## src/rtl/pipe_ctrl_unit_pkg.sv

```systemverilog
// Shared definitions for the pipeline control unit: RISC-V opcode constants,
// the NOP/bubble encoding, the stage-entry record and register-use decode helpers.
package pipe_ctrl_unit_pkg;

    localparam logic [6:0] OpLoad   = 7'b0000011;
    localparam logic [6:0] OpStore  = 7'b0100011;
    localparam logic [6:0] OpBranch = 7'b1100011;
    localparam logic [6:0] OpOp     = 7'b0110011;
    localparam logic [6:0] OpLui    = 7'b0110111;
    localparam logic [6:0] OpAuipc  = 7'b0010111;
    localparam logic [6:0] OpJal    = 7'b1101111;

    // addi x0, x0, 0
    localparam logic [31:0] NopInst = 32'h0000_0013;

    // The PC field is sized for the widest supported XLEN; narrower
    // instances zero-extend on write and slice on read.
    localparam int unsigned PcMaxW = 64;

    typedef struct packed {
        logic [31:0]       inst;
        logic [PcMaxW-1:0] pc;
        logic              valid;
    } stage_entry_t;

    localparam stage_entry_t Bubble = '{inst: NopInst, pc: '0, valid: 1'b0};

    function automatic logic reads_rs1(input logic [6:0] opcode);
        return !(opcode == OpLui || opcode == OpAuipc || opcode == OpJal);
    endfunction

    function automatic logic reads_rs2(input logic [6:0] opcode);
        return (opcode == OpBranch || opcode == OpStore || opcode == OpOp);
    endfunction

endpackage

```

## src/rtl/pipe_ctrl_unit_stage_reg.sv

```systemverilog
// pipe_stage_reg: one pipeline stage register holding {inst, pc, valid}.
// Ports:
//   clk, rst  - clock and synchronous active-high reset (reset loads a bubble)
//   en_i      - update enable; when low the stage holds
//   clr_i     - with en_i, load a bubble instead of d_i
//   d_i       - incoming stage entry
//   q_o       - registered stage entry
module pipe_stage_reg
    import pipe_ctrl_unit_pkg::*;
(
    input  logic         clk,
    input  logic         rst,
    input  logic         en_i,
    input  logic         clr_i,
    input  stage_entry_t d_i,
    output stage_entry_t q_o
);

    stage_entry_t entry_q;

    always_ff @(posedge clk) begin
        if (rst) begin
            entry_q <= Bubble;
        end else if (en_i) begin
            entry_q <= clr_i ? Bubble : d_i;
        end
    end

    assign q_o = entry_q;

endmodule

```

## src/rtl/pipe_ctrl_unit.sv

```systemverilog
// pipe_ctrl_unit: fetch PC and post-fetch stage tracking for an in-order
// pipeline, with load-use interlock, EX-stage redirect and external stall.
// Ports:
//   clk, rst        - clock, synchronous active-high reset
//   inst_i          - instruction fetched at pc_o this cycle
//   pc_o            - registered fetch PC
//   redirect_i      - taken branch/jump resolved in EX, target redirect_pc_i
//   ext_stall_i     - freezes every register
//   stage_inst_o    - per-stage instruction, stage k at [32k+31:32k]
//   stage_pc_o      - per-stage PC, stage k at [XLEN*k+XLEN-1:XLEN*k]
//   stage_valid_o   - per-stage valid
//   hazard_stall_o  - load-use stall taken this cycle (combinational)
//   flush_o         - redirect accepted this cycle (combinational)
module pipe_ctrl_unit
    import pipe_ctrl_unit_pkg::*;
#(
    parameter int unsigned     XLEN     = 32,
    parameter int unsigned     NSTAGE   = 4,
    parameter logic [XLEN-1:0] RESET_PC = '0
) (
    input  logic                 clk,
    input  logic                 rst,
    input  logic [31:0]          inst_i,
    output logic [XLEN-1:0]      pc_o,
    input  logic                 redirect_i,
    input  logic [XLEN-1:0]      redirect_pc_i,
    input  logic                 ext_stall_i,
    output logic [NSTAGE*32-1:0] stage_inst_o,
    output logic [NSTAGE*XLEN-1:0] stage_pc_o,
    output logic [NSTAGE-1:0]    stage_valid_o,
    output logic                 hazard_stall_o,
    output logic                 flush_o
);

    logic [XLEN-1:0] pc_q, pc_d;
    stage_entry_t    stage_q [NSTAGE];
    stage_entry_t    stage_d [NSTAGE];
    stage_entry_t    fetch_entry;
    logic [NSTAGE-1:0] stage_en, stage_clr;
    logic            hazard;

    // Load-use detection between EX (stage 1) and ID (stage 0).
    always_comb begin
        logic [31:0] id_inst, ex_inst;
        logic [4:0]  ex_rd;
        id_inst = stage_q[0].inst;
        ex_inst = stage_q[1].inst;
        ex_rd   = ex_inst[11:7];
        hazard  = stage_q[1].valid && (ex_inst[6:0] == OpLoad) && (ex_rd != 5'd0) &&
                  stage_q[0].valid &&
                  ((reads_rs1(id_inst[6:0]) && (id_inst[19:15] == ex_rd)) ||
                   (reads_rs2(id_inst[6:0]) && (id_inst[24:20] == ex_rd)));
    end

    // Priority: external stall, then redirect, then load-use.
    always_comb begin
        pc_d      = pc_q;
        stage_en  = '0;
        stage_clr = '0;
        if (!ext_stall_i) begin
            stage_en = '1;
            if (redirect_i) begin
                pc_d           = {redirect_pc_i[XLEN-1:2], 2'b00};
                stage_clr[1:0] = 2'b11;
            end else if (hazard) begin
                // ID and PC hold; a bubble goes into EX.
                stage_en[0]  = 1'b0;
                stage_clr[1] = 1'b1;
            end else begin
                pc_d = pc_q + XLEN'(4);
            end
        end
    end

    always_ff @(posedge clk) begin
        if (rst) begin
            pc_q <= RESET_PC;
        end else begin
            pc_q <= pc_d;
        end
    end

    always_comb begin
        fetch_entry                = '0;
        fetch_entry.inst           = inst_i;
        fetch_entry.pc[XLEN-1:0]   = pc_q;
        fetch_entry.valid          = 1'b1;
    end

    logic [NSTAGE-1:0] unused_pc_hi;

    for (genvar k = 0; k < NSTAGE; k++) begin : g_stage
        if (k == 0) begin : g_first
            assign stage_d[k] = fetch_entry;
        end else begin : g_rest
            assign stage_d[k] = stage_q[k-1];
        end

        pipe_stage_reg u_stage_reg (
            .clk   (clk),
            .rst   (rst),
            .en_i  (stage_en[k]),
            .clr_i (stage_clr[k]),
            .d_i   (stage_d[k]),
            .q_o   (stage_q[k])
        );

        assign stage_inst_o[32*k +: 32]    = stage_q[k].inst;
        assign stage_pc_o[XLEN*k +: XLEN]  = stage_q[k].pc[XLEN-1:0];
        assign stage_valid_o[k]            = stage_q[k].valid;
        // PC bits above XLEN are always zero.
        assign unused_pc_hi[k]             = |(stage_q[k].pc >> XLEN);
    end

    logic unused_redirect_lsb;
    assign unused_redirect_lsb = ^redirect_pc_i[1:0];

    assign pc_o           = pc_q;
    assign hazard_stall_o = hazard & ~redirect_i & ~ext_stall_i;
    assign flush_o        = redirect_i & ~ext_stall_i;

endmodule

```

## config.mk

```make
export PLATFORM = sky130hd
export DESIGN_NAME = pipe_ctrl_unit
export DESIGN_NICKNAME = d
export VERILOG_FILES = /design/src/rtl/pipe_ctrl_unit_pkg.sv /design/src/rtl/pipe_ctrl_unit_stage_reg.sv /design/src/rtl/pipe_ctrl_unit.sv
export SDC_FILE = /design/constraint.sdc
export NUM_CORES = 1
export LEC_CHECK = 0
export ABC_AREA = 0
export BUFFER_PORTS_ARGS = -buffer_cell sky130_fd_sc_hd__buf_2
export CELL_PAD_IN_SITES_DETAIL_PLACEMENT = 0
export CELL_PAD_IN_SITES_GLOBAL_PLACEMENT = 1
export CORE_ASPECT_RATIO = 0.6
export CORE_UTILIZATION = 38
export DETAILED_ROUTE_END_ITERATION = 7
export GPL_TIMING_DRIVEN = 1
export PLACE_DENSITY_LB_ADDON = 0.1
export REMOVE_ABC_BUFFERS = 1
export SLEW_MARGIN = 20
export SYNTH_ARGS = -nofsm -noshare
export SYNTH_HDL_FRONTEND = slang
export SYNTH_HIERARCHICAL = 1
export SYNTH_SLANG_ARGS = --single-unit
```

## constraint.sdc

```tcl
create_clock -name clk -period 2.8 [get_ports clk]
set_input_delay 0.56 -clock clk [delete_from_list [all_inputs] [get_ports clk]]
set_output_delay 0.56 -clock clk [all_outputs]
set_load 0.005 [all_outputs]
```

-- Yosys cells after proc, flatten, opt, wreduce, memory -nomap -nowiden
Index checks and enable logic that the tools add are counted.
W data, S select, Z words.
- output and inout port bits: 294
- word-level logic and storage cells: 54
- flip-flop bits (word level): 324
- equality and inequality tests: 10
- muxes and demuxes: 11
- bitwise operators: 5
- reductions and logical operators: 14
- $add $sub $neg: 1
- operators by type and width (operator ; count):
    $mux W97 ; 2
    $mux W32 ; 2
    $add A32 B3 Y32 const B ; 1
    $eq A7 B6 Y1 const B ; 3
    $eq A7 B7 Y1 const B ; 2
    $eq A5 B5 Y1 ; 2
    $eq A7 B2 Y1 const B ; 1
    $eq A7 B5 Y1 const B ; 1
    $logic_and A1 B1 Y1 ; 6
    $logic_or A1 B1 Y1 ; 5
    $mux W1 ; 5
    $reduce_bool A5 Y1 ; 1
    $mux W4 ; 1
    $and A1 B1 Y1 ; 3
    $mux W2 ; 1
    $ne A2 B2 Y1 const B ; 1
    $not A1 Y1 ; 2
    $reduce_and A2 Y1 ; 1
    $logic_not A1 Y1 ; 1

-- Logic depth before layout (Yosys ltp)
- word-level depth: 11
- depth in mapped cells: 11
- mapped depth without buffers: 8

-- By module
Netlist, hierarchy kept.
- by module, submodules not included (module ; cells each ; instances ; sequential area each (um2) ; area an instance (um2)):
    pipe_stage_reg ; 431 ; 4 ; 1941.9 ; 3992.6
    pipe_ctrl_unit ; 344 ; 1 ; 600.6 ; 2517.4

-- Worst setup path before layout
Ideal clock, no wire load.
- path type: reg-to-reg
- start point: reg g_stage[0].u_stage_reg.entry_q (netlist bit g_stage[0].u_stage_reg/q_o[70])
- end point: reg, netlist name g_stage[1].u_stage_reg/q_o[41]
- stages on the path, launching flop included: 11
- setup slack: 0.431 ns
- library setup time: 0.132 ns
- path buffers: 2
- arrival time: 2.237 ns
- cell sequence: dfxtp_1 or3b_1 nor4_4 nand2_1 a21oi_2 nor2_1 nor2_1 clkbuf_1 buf_2 nand3b_1 a21oi_1
- RTL lines (what ; RTL line ; text):
    start: declaration ; pipe_ctrl_unit_stage_reg.sv:19 ; stage_entry_t entry_q;
    start signal: assignment ; pipe_ctrl_unit_stage_reg.sv:23 ; entry_q <= Bubble;
    start signal: assignment ; pipe_ctrl_unit_stage_reg.sv:25 ; entry_q <= clr_i ? Bubble : d_i;

-- Final worst setup path
- start point: reg g_stage[1].u_stage_reg.entry_q (netlist bit g_stage[1].u_stage_reg/q_o[72])
- end point: out hazard_stall_o
- longest elaborated chain between the ends: 6
- elaborated cells on any way between the ends: 11
- those cells by class: eq/ne (2); bitwise (2); reduce/logical (7)
- RTL lines (what ; RTL line ; text):
    start: declaration ; pipe_ctrl_unit_stage_reg.sv:19 ;
    start signal: assignment ; pipe_ctrl_unit_stage_reg.sv:23 ;
    start signal: assignment ; pipe_ctrl_unit_stage_reg.sv:25 ;
    $eq A5 B5 Y1, or another cell as far along ; pipe_ctrl_unit.sv:51 ; ((reads_rs1(id_inst[6:0]) && (id_inst[19:15] == ex_rd)) ||
    $logic_and A1 B1 Y1 (on tied branches) ; pipe_ctrl_unit.sv:51, pipe_ctrl_unit.sv:49, pipe_ctrl_unit.sv:52 ;
    $logic_or A1 B1 Y1 or $logic_and A1 B1 Y1 (tied branches) ; pipe_ctrl_unit.sv:51, pipe_ctrl_unit.sv:49 ;
    $logic_and A1 B1 Y1 * ; pipe_ctrl_unit.sv:50 ; stage_q[0].valid &&
    $and A1 B1 Y1 * (2 in a row) ; pipe_ctrl_unit.sv:119 ; assign hazard_stall_o = hazard & ~redirect_i & ~ext_stall_i;
    end: declaration ; pipe_ctrl_unit.sv:31 ; output logic hazard_stall_o,
Every way passes the cells marked *; elsewhere a longest branch is shown, timed or not.

==> flow_summary.rst <==
.. list-table::
   :header-rows: 1

   * - Metric
     - Value
   * - First-pass GRT wire length
     - 62,200 µm
   * - Min Clock Period, post-route
     - 2.73 ns
   * - Total number of yosys warnings
     - 6
   * - Final setup violation count
     - 0
   * - Antenna Violating Nets Remaining
     - 0
   * - Detail-routed net length per standard cell
     - between 15 and 20 µm
   * - Netlist area before placement
     - 13,300 µm²
   * - Final clock period utilization by the worst path
     - a little over nine tenths
   * - Global-route usage over all layers
     - 21.8%
   * - CP Capture Type
     - output port
   * - Startpoint of the worst-slack reg-to-reg timing path
     - g_stage[1].u_stage_reg/q_o[73]
   * - Count of boundary I/O pins
     - 362
   * - Fraction of final layout cells sized beyond drive strength 1
     - 26.0%
   * - CP max FO
     - 7
   * - Core Box Area
     - 34,100 µm²
   * - Worst VDD drop
     - 0.405 mV
   * - H-Tree Level Count
     - 1
   * - Count of cells along the worst register-to-register path
     - 8
   * - CTS buffer count
     - 30
   * - GPL Wtd Cong
     - 0.790
   * - Post-Synthesis Cells
     - ~1,500
   * - Arrival time of data at the critical path endpoint
     - 2.17 ns
   * - Core utilization of the finished layout
     - 47.0%
   * - End of the worst register-to-register path
     - g_stage[0].u_stage_reg/q_o[25]
   * - Number of antenna violations at the first check in global routing
     - 7
   * - Worst reg2reg setup slack
     - roughly 0.34 ns
   * - Start point of the worst hold path
     - inst_i[5]
   * - Starting Density
     - 39.1%
   * - Detailed-route wire length
     - 40,900 µm
   * - Worst skew pair latency
     - 0.56 ns
   * - Count of routing violations after the opening detailed-route iteration
     - 821
   * - Die Wd
     - 244 µm
   * - Half-perimeter wire length after placement
     - 27,100 µm
   * - Critical Setup Path Class
     - flip-flop to output port
   * - Buffers from clock root to sink, at most
     - 3
   * - Sequential cell area in the final layout
     - 5810 µm²
   * - Quantity of hold-fixing buffers added after cts
     - 0
   * - Hold Crit Class
     - input pin to flip-flop
   * - Die height
     - 147 µm
   * - Area growth, synth to finish
     - 20.3%
   * - Pre-Repair DR Iteration Count
     - 5
   * - Vias per std cell
     - 5.15
   * - Crit path required time
     - 2.24 ns
   * - Number of pins exceeding their max-slew limit in the final report
     - 0
   * - Overflow left after global routing
     - 0
   * - Layout Nets
     - 1,835
   * - Endpoints failing hold
     - 0
   * - Number of max-cap violations
     - 0
   * - Mean instance size in the synthesized netlist
     - 8.75 µm²
   * - Setup repair after global routing missed its margin
     - true
   * - Clock sinks
     - 290
   * - Die area
     - 35,900 µm²
   * - Clock root buffer master
     - sky130_fd_sc_hd__clkbuf_16
   * - Power per cell area
     - 573 nW/µm²
   * - Setup TNS
     - 0 ns
   * - Leading cell types in the layout, fill and taps excluded
     - 356 x sky130_fd_sc_hd__buf_2, 294 x sky130_fd_sc_hd__a21oi_1, 286 x sky130_fd_sc_hd__dfxtp_1
   * - Placement row count
     - 52
   * - Outcome
     - finished clean
   * - CTS tree
     - built
   * - Startpoint Class
     - flip-flop
   * - LEAKAGE
     - between 6 and 7 nW
   * - Via Count
     - 11,583
   * - DRC errors left
     - 0
   * - Worst slew margin relative to its limit
     - 44.3%
   * - Measured slew at the worst slew-check pin
     - 0.836 ns
   * - Number of filler instances in the final layout
     - approximately 3,400
   * - Final setup skew
     - 0.0109 ns
   * - Clk pin slew, worst setup/hold paths
     - 0.06 ns
   * - Achievable frequency
     - 0.367 GHz
   * - Worst Hold Margin
     - approximately 0.27 ns
   * - Total Power Consumption
     - 9.20 mW
   * - Endpoint with the worst hold slack
     - g_stage[0].u_stage_reg/q_o[70]
   * - Most common library cell in the layout ignoring fill and taps
     - sky130_fd_sc_hd__buf_2
   * - Count of input and output buffers
     - 357
   * - WHS Path Cells
     - 3
   * - Via count of the first global-routing pass
     - 10,510
   * - Area used by multi-input combinational logic
     - between 6000 and 7000 µm²
   * - Maximum number of pins on one net before global-route repair
     - between 150 and 200
[worst max-delay path, cell delays in order (launching register included)]
cell,delay [ns]
sky130_fd_sc_hd__dfxtp_2,0.34
sky130_fd_sc_hd__buf_4,0.17
sky130_fd_sc_hd__xor2_1,0.19
sky130_fd_sc_hd__nor4_4,0.31
sky130_fd_sc_hd__nand2_1,0.10
sky130_fd_sc_hd__a21oi_2,0.19
sky130_fd_sc_hd__and3_1,0.17
sky130_fd_sc_hd__buf_2,0.14
[metal layers]
| metal | vias up | track usage, % | share of wire, % |
|---|---|---|---|
| li1 | 5705 | - | - |
| met1 | 5552 | 31.6 | 49 |
| met2 | 262 | 32.4 | 43 |
| met3 | 56 | 5.32 | 5.9 |
| met4 | 8 | 4.97 | 1.8 |
| met5 | - | 0 | 0.11 |
[where the power goes]
group          switching [mW]  total (mW)  internal (mW)  leakage [nW]
registers              0.0997        4.30           4.20          2.35
logic                   0.432       0.744          0.313          3.40
clock network            1.71        4.15           2.44         0.507
total                    2.25        9.20           6.95          6.26
[worst max-delay path by stage]
| stage | start | end | slack [ns] |
|---|---|---|---|
| finish | g_stage[1].u_stage_reg/q_o[72] | hazard_stall_o | 0.07 |
| global route | g_stage[1].u_stage_reg/q_o[72] | hazard_stall_o | -0.03 |
| global placement | g_stage[0].u_stage_reg/q_o[70] | pc_o[23] | 0.37 |
| detailed placement | g_stage[1].u_stage_reg/q_o[73] | g_stage[0].u_stage_reg/q_o[25] | 0.30 |
| CTS | g_stage[1].u_stage_reg/q_o[74] | hazard_stall_o | 0.001 |
| floorplan | ext_stall_i | hazard_stall_o | -3.19 |
[state kept, by name (all words and copies together), names as in the netlist]
| register | flops |
|---|---|
| g_stage.u_stage_reg/q_o | 260 |
| pc_o | 30 |
[stage by stage]
step | instance area (µm²) | std cells | setup WS (ns)
after CTS | 16000 | 2248 | 0.00116
after global placement | 15000 | 2191 | 0.372
after floorplan | 12300 | 1349 | -3.19
final | 16000 | 2250 | 0.0718
after global routing | 16000 | 2248 | -0.0276
after detailed placement | 15000 | 2191 | 0.297
[final cells by class]
type                            instances  area share, %
Multi-Input combinational cell       1051           40.5
Clock buffer                           44           5.70
Timing Repair Buffer                  385           13.1
Clock inverter                         11          0.687
Inverter                                8          0.250
Tap cell                              459           3.58
Antenna cell                            2         0.0312
Sequential cell                       290           36.2
[repair_timing]
item	4_1_cts	5_1_grt
resized for setup	2	7
buffers inserted	2	0
cloned	0	0
pin swaps	2	0
setup endpoints to repair	1	1
Note: power is estimated with default switching activity, not from simulation.
